===== config.mk =====
export PLATFORM = sky130hd
export DESIGN_NAME = axi4_lite_master
export DESIGN_NICKNAME = d
export VERILOG_FILES = /design/src/rtl/axi4_lite_pkg.sv /design/src/rtl/dff_async_rst_n.sv /design/src/rtl/axi4_lite_master.sv
export SDC_FILE = /design/constraint.sdc
export NUM_CORES = 1
export LEC_CHECK = 0
export ABC_AREA = 1
export BUFFER_PORTS_ARGS = -buffer_cell sky130_fd_sc_hd__buf_2
export CAP_MARGIN = 40
export CORE_MARGIN = 5
export CORE_UTILIZATION = 47
export CTS_BUF_LIST = sky130_fd_sc_hd__clkbuf_16
export DETAILED_ROUTE_END_ITERATION = 12
export GPL_TIMING_DRIVEN = 0
export PLACE_DENSITY_LB_ADDON = 0.15
export SETUP_SLACK_MARGIN = 0.02
export SLEW_MARGIN = 20
export SYNTH_ARGS = -nofsm -noshare
export SYNTH_HDL_FRONTEND = slang
export SYNTH_SLANG_ARGS = --single-unit
export TNS_END_PERCENT = 1

===== constraint.sdc =====
create_clock -name i_clock -period 2.1 [get_ports i_clock]
set_clock_uncertainty 0.2 [all_clocks]
set_input_delay 0.42 -clock i_clock [delete_from_list [all_inputs] [get_ports i_clock]]
set_output_delay 0.42 -clock i_clock [all_outputs]
set_load 0.02 [all_outputs]

===== src/rtl/axi4_lite_pkg.sv =====
// Shared definitions for the AXI4-Lite blocks: the master FSM state encoding,
// the response codes and the default protection value driven on AWPROT/ARPROT.
package axi4_lite_pkg;

    typedef enum logic [2:0] {
        StIdle,
        StWr,       // AW and W outstanding
        StWrResp,   // waiting for B
        StRdAddr,   // AR outstanding
        StRdData,   // waiting for R
        StRsp       // response held for the local consumer
    } axi_state_e;

    localparam logic [1:0] RESP_OKAY   = 2'b00;
    localparam logic [1:0] RESP_EXOKAY = 2'b01;
    localparam logic [1:0] RESP_SLVERR = 2'b10;
    localparam logic [1:0] RESP_DECERR = 2'b11;

    localparam logic [2:0] PROT_DEFAULT = 3'b000;

endpackage


===== src/rtl/dff_async_rst_n.sv =====
// Enabled D flip-flop bank with asynchronous active-low reset to zero.
// Ports:
//   i_clock     clock
//   i_areset_n  asynchronous active-low reset, clears o_q
//   i_en        load enable
//   i_d         next value, loaded when i_en is high
//   o_q         registered value
module dff_async_rst_n #(
    parameter int unsigned WIDTH = 1
) (
    input  logic             i_clock,
    input  logic             i_areset_n,
    input  logic             i_en,
    input  logic [WIDTH-1:0] i_d,
    output logic [WIDTH-1:0] o_q
);

    always_ff @(posedge i_clock or negedge i_areset_n) begin
        if (!i_areset_n) begin
            o_q <= '0;
        end else if (i_en) begin
            o_q <= i_d;
        end
    end

endmodule


===== src/rtl/axi4_lite_master.sv =====
// AXI4-Lite manager: converts a single-outstanding command/response interface
// into AXI4-Lite read and write transactions. One transaction in flight at a time.
// Ports:
//   i_clock, i_areset_n            clock, asynchronous active-low reset
//   i_cmd_* / o_cmd_ready          command request (write flag, addr, wdata, wstrb)
//   o_rsp_* / i_rsp_ready          response (write flag, rdata, resp), held until accepted
//   o_aw*, o_w*, o_bready, i_b*    AXI4-Lite write address, write data, write response
//   o_ar*, o_rready, i_r*          AXI4-Lite read address, read data
module axi4_lite_master
    import axi4_lite_pkg::*;
#(
    parameter int unsigned ADDR_WIDTH = 32,
    parameter int unsigned DATA_WIDTH = 32,   // 32 or 64
    parameter logic [2:0]  PROT       = PROT_DEFAULT,
    localparam int unsigned STRB_WIDTH = DATA_WIDTH / 8
) (
    input  logic                  i_clock,
    input  logic                  i_areset_n,
    // command
    input  logic                  i_cmd_valid,
    output logic                  o_cmd_ready,
    input  logic                  i_cmd_write,
    input  logic [ADDR_WIDTH-1:0] i_cmd_addr,
    input  logic [DATA_WIDTH-1:0] i_cmd_wdata,
    input  logic [STRB_WIDTH-1:0] i_cmd_wstrb,
    // response
    output logic                  o_rsp_valid,
    input  logic                  i_rsp_ready,
    output logic                  o_rsp_write,
    output logic [DATA_WIDTH-1:0] o_rsp_rdata,
    output logic [1:0]            o_rsp_resp,
    // write address
    output logic [ADDR_WIDTH-1:0] o_awaddr,
    output logic [2:0]            o_awprot,
    output logic                  o_awvalid,
    input  logic                  i_awready,
    // write data
    output logic [DATA_WIDTH-1:0] o_wdata,
    output logic [STRB_WIDTH-1:0] o_wstrb,
    output logic                  o_wvalid,
    input  logic                  i_wready,
    // write response
    input  logic [1:0]            i_bresp,
    input  logic                  i_bvalid,
    output logic                  o_bready,
    // read address
    output logic [ADDR_WIDTH-1:0] o_araddr,
    output logic [2:0]            o_arprot,
    output logic                  o_arvalid,
    input  logic                  i_arready,
    // read data
    input  logic [DATA_WIDTH-1:0] i_rdata,
    input  logic [1:0]            i_rresp,
    input  logic                  i_rvalid,
    output logic                  o_rready
);

    axi_state_e state;
    logic       aw_done;
    logic       w_done;

    logic cmd_hs;
    logic aw_hs;
    logic w_hs;
    logic b_hs;
    logic r_hs;

    logic [2:0] prot_q;

    logic                  rsp_en;
    logic                  rsp_write_d;
    logic [DATA_WIDTH-1:0] rsp_rdata_d;
    logic [1:0]            rsp_resp_d;

    // Reads 1 during reset since the state register resets to StIdle.
    assign o_cmd_ready = (state == StIdle);

    assign cmd_hs = i_cmd_valid & o_cmd_ready;
    assign aw_hs  = o_awvalid & i_awready;
    assign w_hs   = o_wvalid & i_wready;
    // bready/rready are only high in their waiting states, so stray B/R beats are dropped.
    assign b_hs   = i_bvalid & o_bready;
    assign r_hs   = i_rvalid & o_rready;

    // ---------------------------------------------------------------- payload
    // AW/W and AR payloads load separately so each channel keeps its last value.
    dff_async_rst_n #(.WIDTH(ADDR_WIDTH)) u_awaddr (
        .i_clock    (i_clock),
        .i_areset_n (i_areset_n),
        .i_en       (cmd_hs & i_cmd_write),
        .i_d        (i_cmd_addr),
        .o_q        (o_awaddr)
    );

    dff_async_rst_n #(.WIDTH(DATA_WIDTH)) u_wdata (
        .i_clock    (i_clock),
        .i_areset_n (i_areset_n),
        .i_en       (cmd_hs & i_cmd_write),
        .i_d        (i_cmd_wdata),
        .o_q        (o_wdata)
    );

    dff_async_rst_n #(.WIDTH(STRB_WIDTH)) u_wstrb (
        .i_clock    (i_clock),
        .i_areset_n (i_areset_n),
        .i_en       (cmd_hs & i_cmd_write),
        .i_d        (i_cmd_wstrb),
        .o_q        (o_wstrb)
    );

    dff_async_rst_n #(.WIDTH(ADDR_WIDTH)) u_araddr (
        .i_clock    (i_clock),
        .i_areset_n (i_areset_n),
        .i_en       (cmd_hs & ~i_cmd_write),
        .i_d        (i_cmd_addr),
        .o_q        (o_araddr)
    );

    // Registered so PROT reads 0 while reset is asserted.
    dff_async_rst_n #(.WIDTH(3)) u_prot (
        .i_clock    (i_clock),
        .i_areset_n (i_areset_n),
        .i_en       (1'b1),
        .i_d        (PROT),
        .o_q        (prot_q)
    );

    assign o_awprot = prot_q;
    assign o_arprot = prot_q;

    // --------------------------------------------------------------- response
    always_comb begin
        rsp_write_d = 1'b1;
        rsp_rdata_d = '0;
        rsp_resp_d  = i_bresp;
        if (r_hs) begin
            rsp_write_d = 1'b0;
            rsp_rdata_d = i_rdata;
            rsp_resp_d  = i_rresp;
        end
    end

    assign rsp_en = b_hs | r_hs;

    dff_async_rst_n #(.WIDTH(1)) u_rsp_write (
        .i_clock    (i_clock),
        .i_areset_n (i_areset_n),
        .i_en       (rsp_en),
        .i_d        (rsp_write_d),
        .o_q        (o_rsp_write)
    );

    dff_async_rst_n #(.WIDTH(DATA_WIDTH)) u_rsp_rdata (
        .i_clock    (i_clock),
        .i_areset_n (i_areset_n),
        .i_en       (rsp_en),
        .i_d        (rsp_rdata_d),
        .o_q        (o_rsp_rdata)
    );

    dff_async_rst_n #(.WIDTH(2)) u_rsp_resp (
        .i_clock    (i_clock),
        .i_areset_n (i_areset_n),
        .i_en       (rsp_en),
        .i_d        (rsp_resp_d),
        .o_q        (o_rsp_resp)
    );

    // -------------------------------------------------------------------- FSM
    always_ff @(posedge i_clock or negedge i_areset_n) begin
        if (!i_areset_n) begin
            state       <= StIdle;
            o_awvalid   <= 1'b0;
            o_wvalid    <= 1'b0;
            o_bready    <= 1'b0;
            o_arvalid   <= 1'b0;
            o_rready    <= 1'b0;
            o_rsp_valid <= 1'b0;
            aw_done     <= 1'b0;
            w_done      <= 1'b0;
        end else begin
            unique case (state)
                StIdle: begin
                    if (i_cmd_valid) begin
                        if (i_cmd_write) begin
                            state     <= StWr;
                            o_awvalid <= 1'b1;
                            o_wvalid  <= 1'b1;
                            aw_done   <= 1'b0;
                            w_done    <= 1'b0;
                        end else begin
                            state     <= StRdAddr;
                            o_arvalid <= 1'b1;
                        end
                    end
                end
                StWr: begin
                    if (aw_hs) begin
                        o_awvalid <= 1'b0;
                        aw_done   <= 1'b1;
                    end
                    if (w_hs) begin
                        o_wvalid <= 1'b0;
                        w_done   <= 1'b1;
                    end
                    // AW and W may finish in either order or together.
                    if ((aw_done | aw_hs) && (w_done | w_hs)) begin
                        state    <= StWrResp;
                        o_bready <= 1'b1;
                    end
                end
                StWrResp: begin
                    if (i_bvalid) begin
                        state       <= StRsp;
                        o_bready    <= 1'b0;
                        o_rsp_valid <= 1'b1;
                    end
                end
                StRdAddr: begin
                    if (i_arready) begin
                        state     <= StRdData;
                        o_arvalid <= 1'b0;
                        o_rready  <= 1'b1;
                    end
                end
                StRdData: begin
                    if (i_rvalid) begin
                        state       <= StRsp;
                        o_rready    <= 1'b0;
                        o_rsp_valid <= 1'b1;
                    end
                end
                StRsp: begin
                    if (i_rsp_ready) begin
                        state       <= StIdle;
                        o_rsp_valid <= 1'b0;
                    end
                end
                default: begin
                    state <= StIdle;
                end
            endcase
        end
    end

endmodule


==> results of run 1 <==
[Yosys cell counts]
cell      number  area [µm²]
nor2_2         1       6.260
dfrtp_1      146        3654
nor2_4         1       11.26
o21a_1         1       7.510
clkbuf_1      10       37.54
nand2_1      407        1528
conb_1         1       3.750
inv_2          4       15.01
inv_1         11       41.29
nor3_2         1       10.01
o21ai_0        9       45.04
nor2_1        11       41.29
clkinv_1       1       3.750
a21oi_1        4       20.02
buf_2         22       110.1
buf_4          6       45.04
nand3_1       43       215.2
[metal layers]
metal  vias to the layer above  track usage, %
met2                       208           39.04
met1                      2515           29.38
met5                         -               0
li1                       2726               -
met3                        34           7.832
met4                         2           9.703
[registers in the layout, summed over array words and instances (netlist names), 2 cells and up]
register         cells
state                3
u_araddr.o_q        32
u_awaddr.o_q        32
u_rsp_rdata.o_q     32
u_rsp_resp.o_q       2
u_wdata.o_q         32
u_wstrb.o_q          4
[repair_timing]
item                                    in CTS  in global routing
endpoints found under the setup margin      72                 31
hold buffers                                43                  0
hold endpoints to repair                    98                  0
gates cloned                                 0                  0
pin swaps                                    1                  1
resized for setup                            1                  4
setup buffers                                2                  2
[cell type report]
type                            count  area, µm²  share of cell area [%]
Sequential cell                   146       3655                   43.84
Multi-Input combinational cell    484       1923                   23.07
Timing Repair Buffer              303       1787                   21.43
Clock buffer                       17      425.4                   5.103
Tap cell                          168      210.2                   2.521
Buffer                             38      192.7                   2.311
Clock inverter                     13      81.33                  0.9755
Inverter                           16      60.06                  0.7204
Antenna cell                        1      2.502                 0.03002
[kinds of logic after synthesis]
kind of cell | Yosys count | share of synthesized area (%)
compound gates | 14 | 1.252
buf+inv | 54 | 4.362
flops | 146 | 63.05
other cells | 1 | 0.06472
simple gates | 464 | 31.27
[tightest hold or removal path, cell delays in order]
cell	delay [ps]
buf_2	70
nand2_1	40
nand2_1	60
[where the power goes]
| group | internal (mW) | total [mW] | switching [mW] |
|---|---|---|---|
| clock network | 1.57 | 2.62 | 1.05 |
| registers | 4.14 | 4.84 | 0.706 |
| logic | 1.83 | 5.62 | 3.79 |
[worst max path at each step]
stage / endpoint / slack (ps)
4_1_cts: o_cmd_ready / 60
3_5_place_dp: u_awaddr.o_q[3] / -250
2_1_floorplan: u_araddr.o_q[0] / 470
5_1_grt: o_cmd_ready / 40
3_3_place_gp: u_wdata.o_q[10] / -1730
6_report: o_cmd_ready / 140
[cell usage in the layout (no fill, tap or decap), types with 9 or more instances in the layout]
| cell | n |
|---|---|
| nand3_1 | 43 |
| clkbuf_16 | 17 |
| nor2_1 | 10 |
| inv_1 | 14 |
| clkbuf_1 | 10 |
| nand2_1 | 406 |
| o21ai_0 | 9 |
| buf_2 | 276 |
| dfrtp_1 | 145 |
| buf_4 | 9 |
| dlygate4sd3_1 | 43 |
[stage by stage]
stage | setup TNS (ps) | utilization (%) | hold WS [ps] | std cells | power [mW]
floorplan | 0 | - | -75.59 | 684 | 8.212
detailed placement | -16340 | 60.83 | 174.0 | 1108 | 10.40
CTS | 0 | 68.88 | 0.4795 | 1183 | 13.16
global placement | -262450 | 60.52 | 248.0 | 1107 | 10.27
global route | 0 | 69.12 | 16.48 | 1186 | 14.01
finish | 0 | 69.12 | 17.20 | 1186 | 13.08
==> results by group, run 1 <==
Synth
  • Cell variety after synth: 17
  • Mapped Cells: 679
  • Mapped cell area: 5794 µm²
  • Synth warn: 0
  • Syn_area_per_cell: 8.534 µm²
  • Seq cells post-synth: 146
  • Seq/Total Area, Yosys: 63.05%

Global route
  • Total track usage: 23.93%
  • Vias in the first global route: 5,519
  • Total grt overflow: 0
  • First-pass GRT wire length: 27,460 µm
  • Largest net degree at the start of global routing: 91
  • Initial antenna violation count: 2

Cells and area
  • Filler instances: 1,031
  • Final net count: 1,120
  • Area Growth Syn to Fin: 43.88%
  • Finished layout cell area: 8337 µm²
  • Layout cells sized above 1: 31.37%

Status
  • Outcome: completed

Worst setup path
  • Data required, critical path: 1480 ps
  • Critical path's top delay family: buffers and inverters
  • Critical path arrival: 1340 ps
  • Crit-path max FO: 9
  • Crit-path slowest cell: dfrtp_1
  • CP Cell Sequence: buf_2 -> inv_2 -> nand2_2 -> inv_1 -> buf_2
  • Critical path launch point: state[0]
  • Most common cell on crit path: buf_2
  • Worst setup path class: reg -> out
  • Reg-to-reg critical path startpoint: state[0]
  • WP buf/inv: 4
  • Critical Path Stages: 5
  • R2r endpoint: u_araddr.o_q[13]
  • Slowest stage delay, CP: 350 ps
  • FF-to-FF setup slack: 210 ps
  • Worst reg2reg path depth: 10
  • Worst Setup End Kind: primary output
  • Nature of the critical path startpoint: flop

Place
  • Placed cell areas: 7337 µm²
  • Pre-CTS setup slack: -252.4 ps
  • Dpl hpwl: 12,060 µm
  • GP Congestion: 0.8174
  • Buffers on Ports: 255

Hold path
  • Hold Path Stages: 3
  • Hold WC Path Type: in -> reg
  • Worst hold endpoint: u_rsp_rdata.o_q[27]
  • Hold_sp: i_rdata[27]

Floorplan
  • Die span in y: 121.0 µm
  • FP Rows: 40
  • Area of the core: 12,060 µm²
  • Die ar.: 14,650 µm²
  • DIE WIDTH: 121.0 µm
  • Number of I/O pins: 262
  • Initial core utilization: 48.04%

STA
  • # setup viols final: 0
  • Fin crit share: 93.41%
  • Hold Fails Final Rpt: 0
  • Final WS setup: 138.4 ps
  • Fmax achieved: 509.8 MHz
  • Final min period: 1962 ps
  • RSZ-0062 raised after global routing: no
  • Final Max Tran Viols: 0

Drt
  • Total wire length: 16,990 µm
  • Vias per cell: 4.625
  • Met2 wire length: 8248 µm
  • Initial DRT Pass Iterations: 6
  • Final ANT Viol Nets: 0
  • Drt drc: 0
  • Drt wl/cell: 14.32 µm
  • M1 WL: 6889 µm
  • Drt initial violations: 305
  • Metal3 WL: 1369 µm
  • Max Used Layer: met5
  • Via Count: 5,485

Clocking
  • Clock sink total: 146
  • CTS tree: done
  • Root Driver: clkbuf_16
  • Worst-path clk slew: 60 ps
  • CTS H-tree depth: 4
  • Later-pin clock latency in the skew report: 410 ps
  • TritonCTS Buffers: 17
  • Clock Path Buffers: 2

Pwr
  • Power per cell area: 1569 nW/µm²
  • Leakage: 4.936 nW
  • Highest ir drop seen on vdd: 835.2 µV

Run
  • Max Cap Viol: 0
Note: power is estimated with default switching activity, not from simulation.
==> run 2: changes to the inputs <==
CTS_BUF_LIST = sky130_fd_sc_hd__clkbuf_4 sky130_fd_sc_hd__clkbuf_8 sky130_fd_sc_hd__clkbuf_16   (was sky130_fd_sc_hd__clkbuf_16)
GPL_TIMING_DRIVEN = 1   (was 0)
==> run 2 against run 1 <==
Effect of this change:
- register-to-register slack gained 120 ps
- critical path depth decreased by 1
- total power rose by 2.2%
- hold slack improved by 0.59 ps
- setup slack worse by 22 ps
- sequential power barely moved
- die area unchanged
==> results by group, run 2 (synthesis results as in run 1) <==
Clocking
  • Root Driver: clkbuf_16
  • Later-pin clock latency in the skew report: 410 ps (about the same)
  • TritonCTS Buffers: 17 (unchanged)
  • Worst-path clk slew: 60 ps (about the same)
  • CTS H-tree depth: 4 (unchanged)
  • Clock Path Buffers: 2 (unchanged)
  • Clock sink total: 146 (unchanged)
  • CTS tree: done

Floorplan
  • DIE WIDTH: 121.0 µm (unchanged)
  • Initial core utilization: 48.04% (unchanged)
  • Die span in y: 121.0 µm (unchanged)
  • Area of the core: 12,060 µm² (unchanged)
  • Number of I/O pins: 262 (unchanged)
  • Die ar.: 14,650 µm² (unchanged)
  • FP Rows: 40 (unchanged)

Pwr
  • Leakage: 4.882 nW (-1.1%)
  • Highest ir drop seen on vdd: 712.5 µV (-15%)
  • Tot Pwr: 13.37 mW (+2.2%)
  • Power per cell area: 1621 nW/µm² (+3.3%)

Worst setup path
  • Slowest stage delay, CP: 440 ps (+90 ps)
  • Worst setup path class: reg -> out
  • Critical path's top delay family: flip-flops
  • CP Cell Sequence: nor2_2 -> nand2_2 -> inv_1 -> buf_2
  • Worst Setup End Kind: primary output
  • Data required, critical path: 1480 ps (about the same)
  • Crit-path max FO: 6 (-3)
  • Critical path arrival: 1360 ps (+20 ps)
  • Nature of the critical path startpoint: flop
  • Crit-path slowest cell: dfrtp_2
  • WP buf/inv: 2 (-2)

Drt
  • Total wire length: 16,710 µm (-1.6%)
  • Drt initial violations: 430 (+41%)
  • Vias per cell: 4.614 (-0.24%)
  • Final ANT Viol Nets: 0 (unchanged)
  • Via Count: 5,329 (-2.8%)
  • Drt wl/cell: 14.47 µm (+1.0%)
  • Drt drc: 0 (unchanged)
  • Initial DRT Pass Iterations: 4 (-2)

Cells and area
  • Commonest non-fill, non-tap cell in the layout: nand2_1
  • Area Growth Syn to Fin: 42.39%
  • Ant diodes: 0 (-1)
  • Final net count: 1,088 (-2.9%)
  • Layout cells sized above 1: 31.91% (+0.55 points)
  • Finished layout cell area: 8250 µm² (-1.0%)
  • Fin cells: 1,155 (-2.6%)
  • Most frequent cells in the layout: nand2_1 (406), buf_2 (254), dfrtp_1 (145), nand3_1 (43), dlygate4sd3_1 (35)

Place
  • Buffers on Ports: 255 (unchanged)
  • Cells after DPL: 1,087 (-1.9%)
  • Pre-CTS setup slack: 235.9 ps (+488.3 ps)
  • Dpl hpwl: 11,620 µm (-3.7%)
  • Placed cell areas: 7305 µm² (-0.44%)
  • GP Congestion: 0.8710 (+6.6%)

STA
  • Worst slew pin tran: 557.5 ps
  • Fmax achieved: 504.2 MHz (-1.1%)
  • Hold Fails Final Rpt: 0 (unchanged)
  • Final Max Tran Viols: 0 (unchanged)
  • Final WS setup: 116.6 ps (-21.82 ps)
  • Rel. slew slack: 62.78%
  • # setup viols final: 0 (unchanged)
  • Setup Total Neg Slack: 0 ps (unchanged)
  • RSZ-0062 raised after global routing: no
  • Final min period: 1983 ps (+21.81 ps)
  • Fin crit share: 94.45% (+1.0 points)

Hold path
  • Hold WC Path Type: in -> reg

Global route
  • Initial antenna violation count: 1 (-1)
  • Vias in the first global route: 5,427 (-1.7%)
  • First-pass GRT wire length: 27,030 µm (-1.6%)
  • Total grt overflow: 0 (unchanged)
  • Largest net degree at the start of global routing: 59 (-35%)
  • Total track usage: 23.48% (-0.45 points)

Run
  • Max Cap Viol: 0 (unchanged)

Status
  • Outcome: completed
## run 2: final timing paths
check / start / to / slack [ps] / cells after the start
setup / recovery: state[1] / o_cmd_ready / 120 / 4
hold / removal: i_cmd_wdata[30] / u_wdata.o_q[30] / 20 / 3
setup reg to reg: state[1] / u_araddr.o_q[16] / 330 / 8
hold reg to reg: u_araddr.o_q[2] / u_araddr.o_q[2] / 260 / 2
max in group asynchronous: i_areset_n / u_araddr.o_q[22] / 770 / 3
min in group asynchronous: i_areset_n / o_wvalid / 290 / 2
## run 2: power by group
part / switching, mW / leakage [nW] / internal (mW)
sequential: 0.693 / 1.83 / 4.13
combinational: 3.77 / 2.76 / 1.83
clock: 1.11 / 0.292 / 1.84
## run 2: final cells by class
class                           count  area, µm²
Clock buffer                       21      474.2
Clock inverter                     11      110.1
Fill cell                         999       3811
Inverter                           16      60.06
Multi-Input combinational cell    484       1916
Sequential cell                   146       3655
Tap cell                          168      210.2
Timing Repair Buffer              309       1826
## run 2: per-stage QoR
stage | util (%) | hold slack [ps]
after floorplan | - | -75.59
after global placement | 60.56 | 153.0
after detailed placement | 60.56 | 151.2
after CTS | 68.37 | 1.521
after global routing | 68.40 | 2.457
final | 68.40 | 17.79
## run 2: worst register-to-register path, cell delays in order (launching register included)
cell,delay (ps)
dfrtp_2,440
nor2_2,140
nand2_2,100
nor2_1,160
inv_2,70
nor2_4,110
inv_2,240
nand2_1,130
nand2_1,60
## run 2: layer usage
metal,wire length (µm),GRT usage (%),vias to the layer above
li1,-,-,2649
met1,6683,28.74,2437
met4,423,9.844,2
met3,1395,7.599,36
met2,8191,38.31,205
met5,15,0,-
## run 2: timing repair
action / 4_1_cts / 5_1_grt
hold buffers: 35 / 0
endpoints found under the setup margin: 1 / 1
endpoints found under the hold margin: 70 / 0
gates resized for setup: 0 / 2
buffers inserted: 1 / 0
pin swaps: 1 / 0
==> run 3: changes to the inputs <==
CELL_PAD_IN_SITES_DETAIL_PLACEMENT = 0   (was default)
CELL_PAD_IN_SITES_GLOBAL_PLACEMENT = 2   (was default)
CORE_UTILIZATION = 26   (was 47)
==> run 3 against run 2 <==
Effect of this change:
- first-iteration DRC count shrank 39%
- setup slack better by 39 ps
- total power grew 1.4%
==> results by group, run 3 (synthesis results as in run 1) <==
Status
  • Outcome: completed

Pwr
  • Power per cell area: 1575 nW/µm² (-2.8%)
  • Highest ir drop seen on vdd: 480.4 µV (-33%)
  • Leakage: 4.962 nW (+1.6%)
  • Tot Pwr: 13.56 mW (+1.4%)

STA
  • Final Max Tran Viols: 0 (unchanged)
  • RSZ-0062 raised after global routing: no
  • Fin crit share: 92.57% (-1.9 points)
  • Hold Fails Final Rpt: 0 (unchanged)
  • # setup viols final: 0 (unchanged)
  • Rel. slew slack: 60.44% (-2.3 points)
  • Setup Total Neg Slack: 0 ps (unchanged)
  • Final min period: 1944 ps (-39.40 ps)
  • Worst slew pin tran: 592.0 ps (+34.51 ps)
  • Fmax achieved: 514.4 MHz (+2.0%)

Drt
  • Vias per cell: 4.106 (-11%)
  • Drt initial violations: 261 (-39%)
  • Final ANT Viol Nets: 0 (unchanged)
  • Total wire length: 19,330 µm (+16%)
  • Initial DRT Pass Iterations: 4 (unchanged)
  • Drt drc: 0 (unchanged)
  • Via Count: 5,280 (-0.92%)
  • Drt wl/cell: 15.03 µm (+3.9%)

Hold path
  • Hold WC Path Type: in -> reg

Floorplan
  • FP Rows: 54 (+35%)
  • Initial core utilization: 26.47% (-22 points)
  • Number of I/O pins: 262 (unchanged)
  • Area of the core: 21,890 µm² (+81%)
  • Die ar.: 25,370 µm² (+73%)
  • DIE WIDTH: 159.3 µm (+32%)
  • Die span in y: 159.3 µm (+32%)

Place
  • Dpl hpwl: 13,630 µm (+17%)
  • GP Congestion: 0.7472 (-14%)
  • Buffers on Ports: 255 (unchanged)

Cells and area
  • Filler instances: 2,343 (+130%)
  • Most frequent cells in the layout: nand2_1 (407), buf_2 (254), dfrtp_1 (146), dlygate4sd3_1 (53), nand3_1 (43)
  • Final net count: 1,107 (+1.7%)
  • Area Growth Syn to Fin: 48.61%
  • Utilization after layout: 39.33% (-29 points)
  • Commonest non-fill, non-tap cell in the layout: nand2_1
  • Layout cells sized above 1: 31.14% (-0.77 points)

Clocking
  • CTS resizes: 0 (unchanged)
  • TritonCTS Buffers: 17 (unchanged)
  • CTS H-tree depth: 4 (unchanged)
  • Worst-path clk slew: 60 ps (about the same)
  • Post-CTS setup buffer count: 0 (-1)
  • CTS Hold Buffers Added: 53 (+51%)
  • CTS tree: done
  • Later-pin clock latency in the skew report: 410 ps (about the same)
  • Root Driver: clkbuf_16
  • Clock sink total: 146 (unchanged)
  • Clock Path Buffers: 2 (unchanged)

Worst setup path
  • Crit-path slowest cell: dfrtp_1
  • FF-to-FF setup slack: 300 ps (-30 ps)
  • Critical path's top delay family: flip-flops
  • CP Cell Sequence: nor2_2 -> nand2_1 -> inv_1 -> buf_2
  • Data required, critical path: 1480 ps (about the same)
  • Slowest stage delay, CP: 380 ps (-60 ps)
  • Worst setup path class: reg -> out
  • Worst Setup End Kind: primary output
  • WP buf/inv: 2 (unchanged)
  • Crit-path max FO: 4 (-2)
  • Critical path arrival: 1320 ps (-40 ps)
  • Nature of the critical path startpoint: flop

Global route
  • First-pass GRT wire length: 31,220 µm (+15%)
  • Vias in the first global route: 5,463 (+0.66%)
  • Initial antenna violation count: 1 (unchanged)
  • Total grt overflow: 0 (unchanged)
  • Largest net degree at the start of global routing: 64 (+8.5%)
  • Total track usage: 15.18% (-8.3 points)

Run
  • Max Cap Viol: 0 (unchanged)
-- run 3: changes by cell type in the layout (fill, tap and decap cells not counted), sizes merged --
cell and change:
dlygate4sd3 +18, clkbuf -3, inv +2, buf +1
bufinv +1, clkinv -1, diode +1
-- run 3: area by class of cell --
cell class | count | area, µm² | share of cell area, %
timing repair buffer | 328 | 2038 | 23.67
clock inverter | 13 | 160.2 | 1.860
tap | 280 | 350.3 | 4.069
antenna | 1 | 2.502 | 0.02906
sequential | 146 | 3654 | 42.43
clock buffer | 18 | 432.9 | 5.028
inverter | 16 | 60.06 | 0.6975
multi-input combinational | 484 | 1913 | 22.22
-- run 3: path summary, 6_finish.rpt --
| check | start | endpoint | cells after the start |
|---|---|---|---|
| worst max-delay path | state[1] | o_cmd_ready | 4 |
| worst min register to register | u_awaddr.o_q[22] | u_awaddr.o_q[22] | 2 |
| max in group asynchronous | i_areset_n | u_araddr.o_q[10] | 3 |
| worst max register to register | state[1] | u_araddr.o_q[13] | 8 |
| worst min-delay path | i_rdata[15] | u_rsp_rdata.o_q[15] | 3 |
| min in group asynchronous | i_areset_n | w_done | 2 |
-- run 3: layer usage --
metal	wire [µm]	part of all wire, %	global-route usage, %	vias to the layer above
li1	-	-	-	2695
met5	7	0.036	0	-
met4	140	0.72	3.916	2
met3	1402	7.3	5.255	10
met2	9011	47	23.96	157
met1	8770	45	20.03	2416
-- run 3: report_power, final --
| group | switching (mW) | total (mW) | leakage, nW | internal (mW) |
|---|---|---|---|---|
| clock network | 1.21 | 3.09 | 0.290 | 1.88 |
| logic | 3.82 | 5.66 | 2.84 | 1.85 |
| registers | 0.682 | 4.81 | 1.84 | 4.13 |
-- run 3: worst register-to-register path: stages, from the launching register on --
cell     delay [ps]
dfrtp_1         380
nor2_2          160
nand2_1         130
nor2_1          170
inv_2            70
nor2_4          120
inv_2           250
nand2_1         160
nand2_1          60
-- run 3: per-stage QoR --
stage	area (µm²)	hold slack (ps)	worst slack (ps)	instances
after CTS	8608	1.391	119.6	1285
after detailed placement	7485	181.1	270.9	1201
final	8611	19.54	156.0	1286
after floorplan	5813	-75.59	468.0	684
after global routing	8608	2.866	58.26	1285
after global placement	7485	177.9	291.2	1201
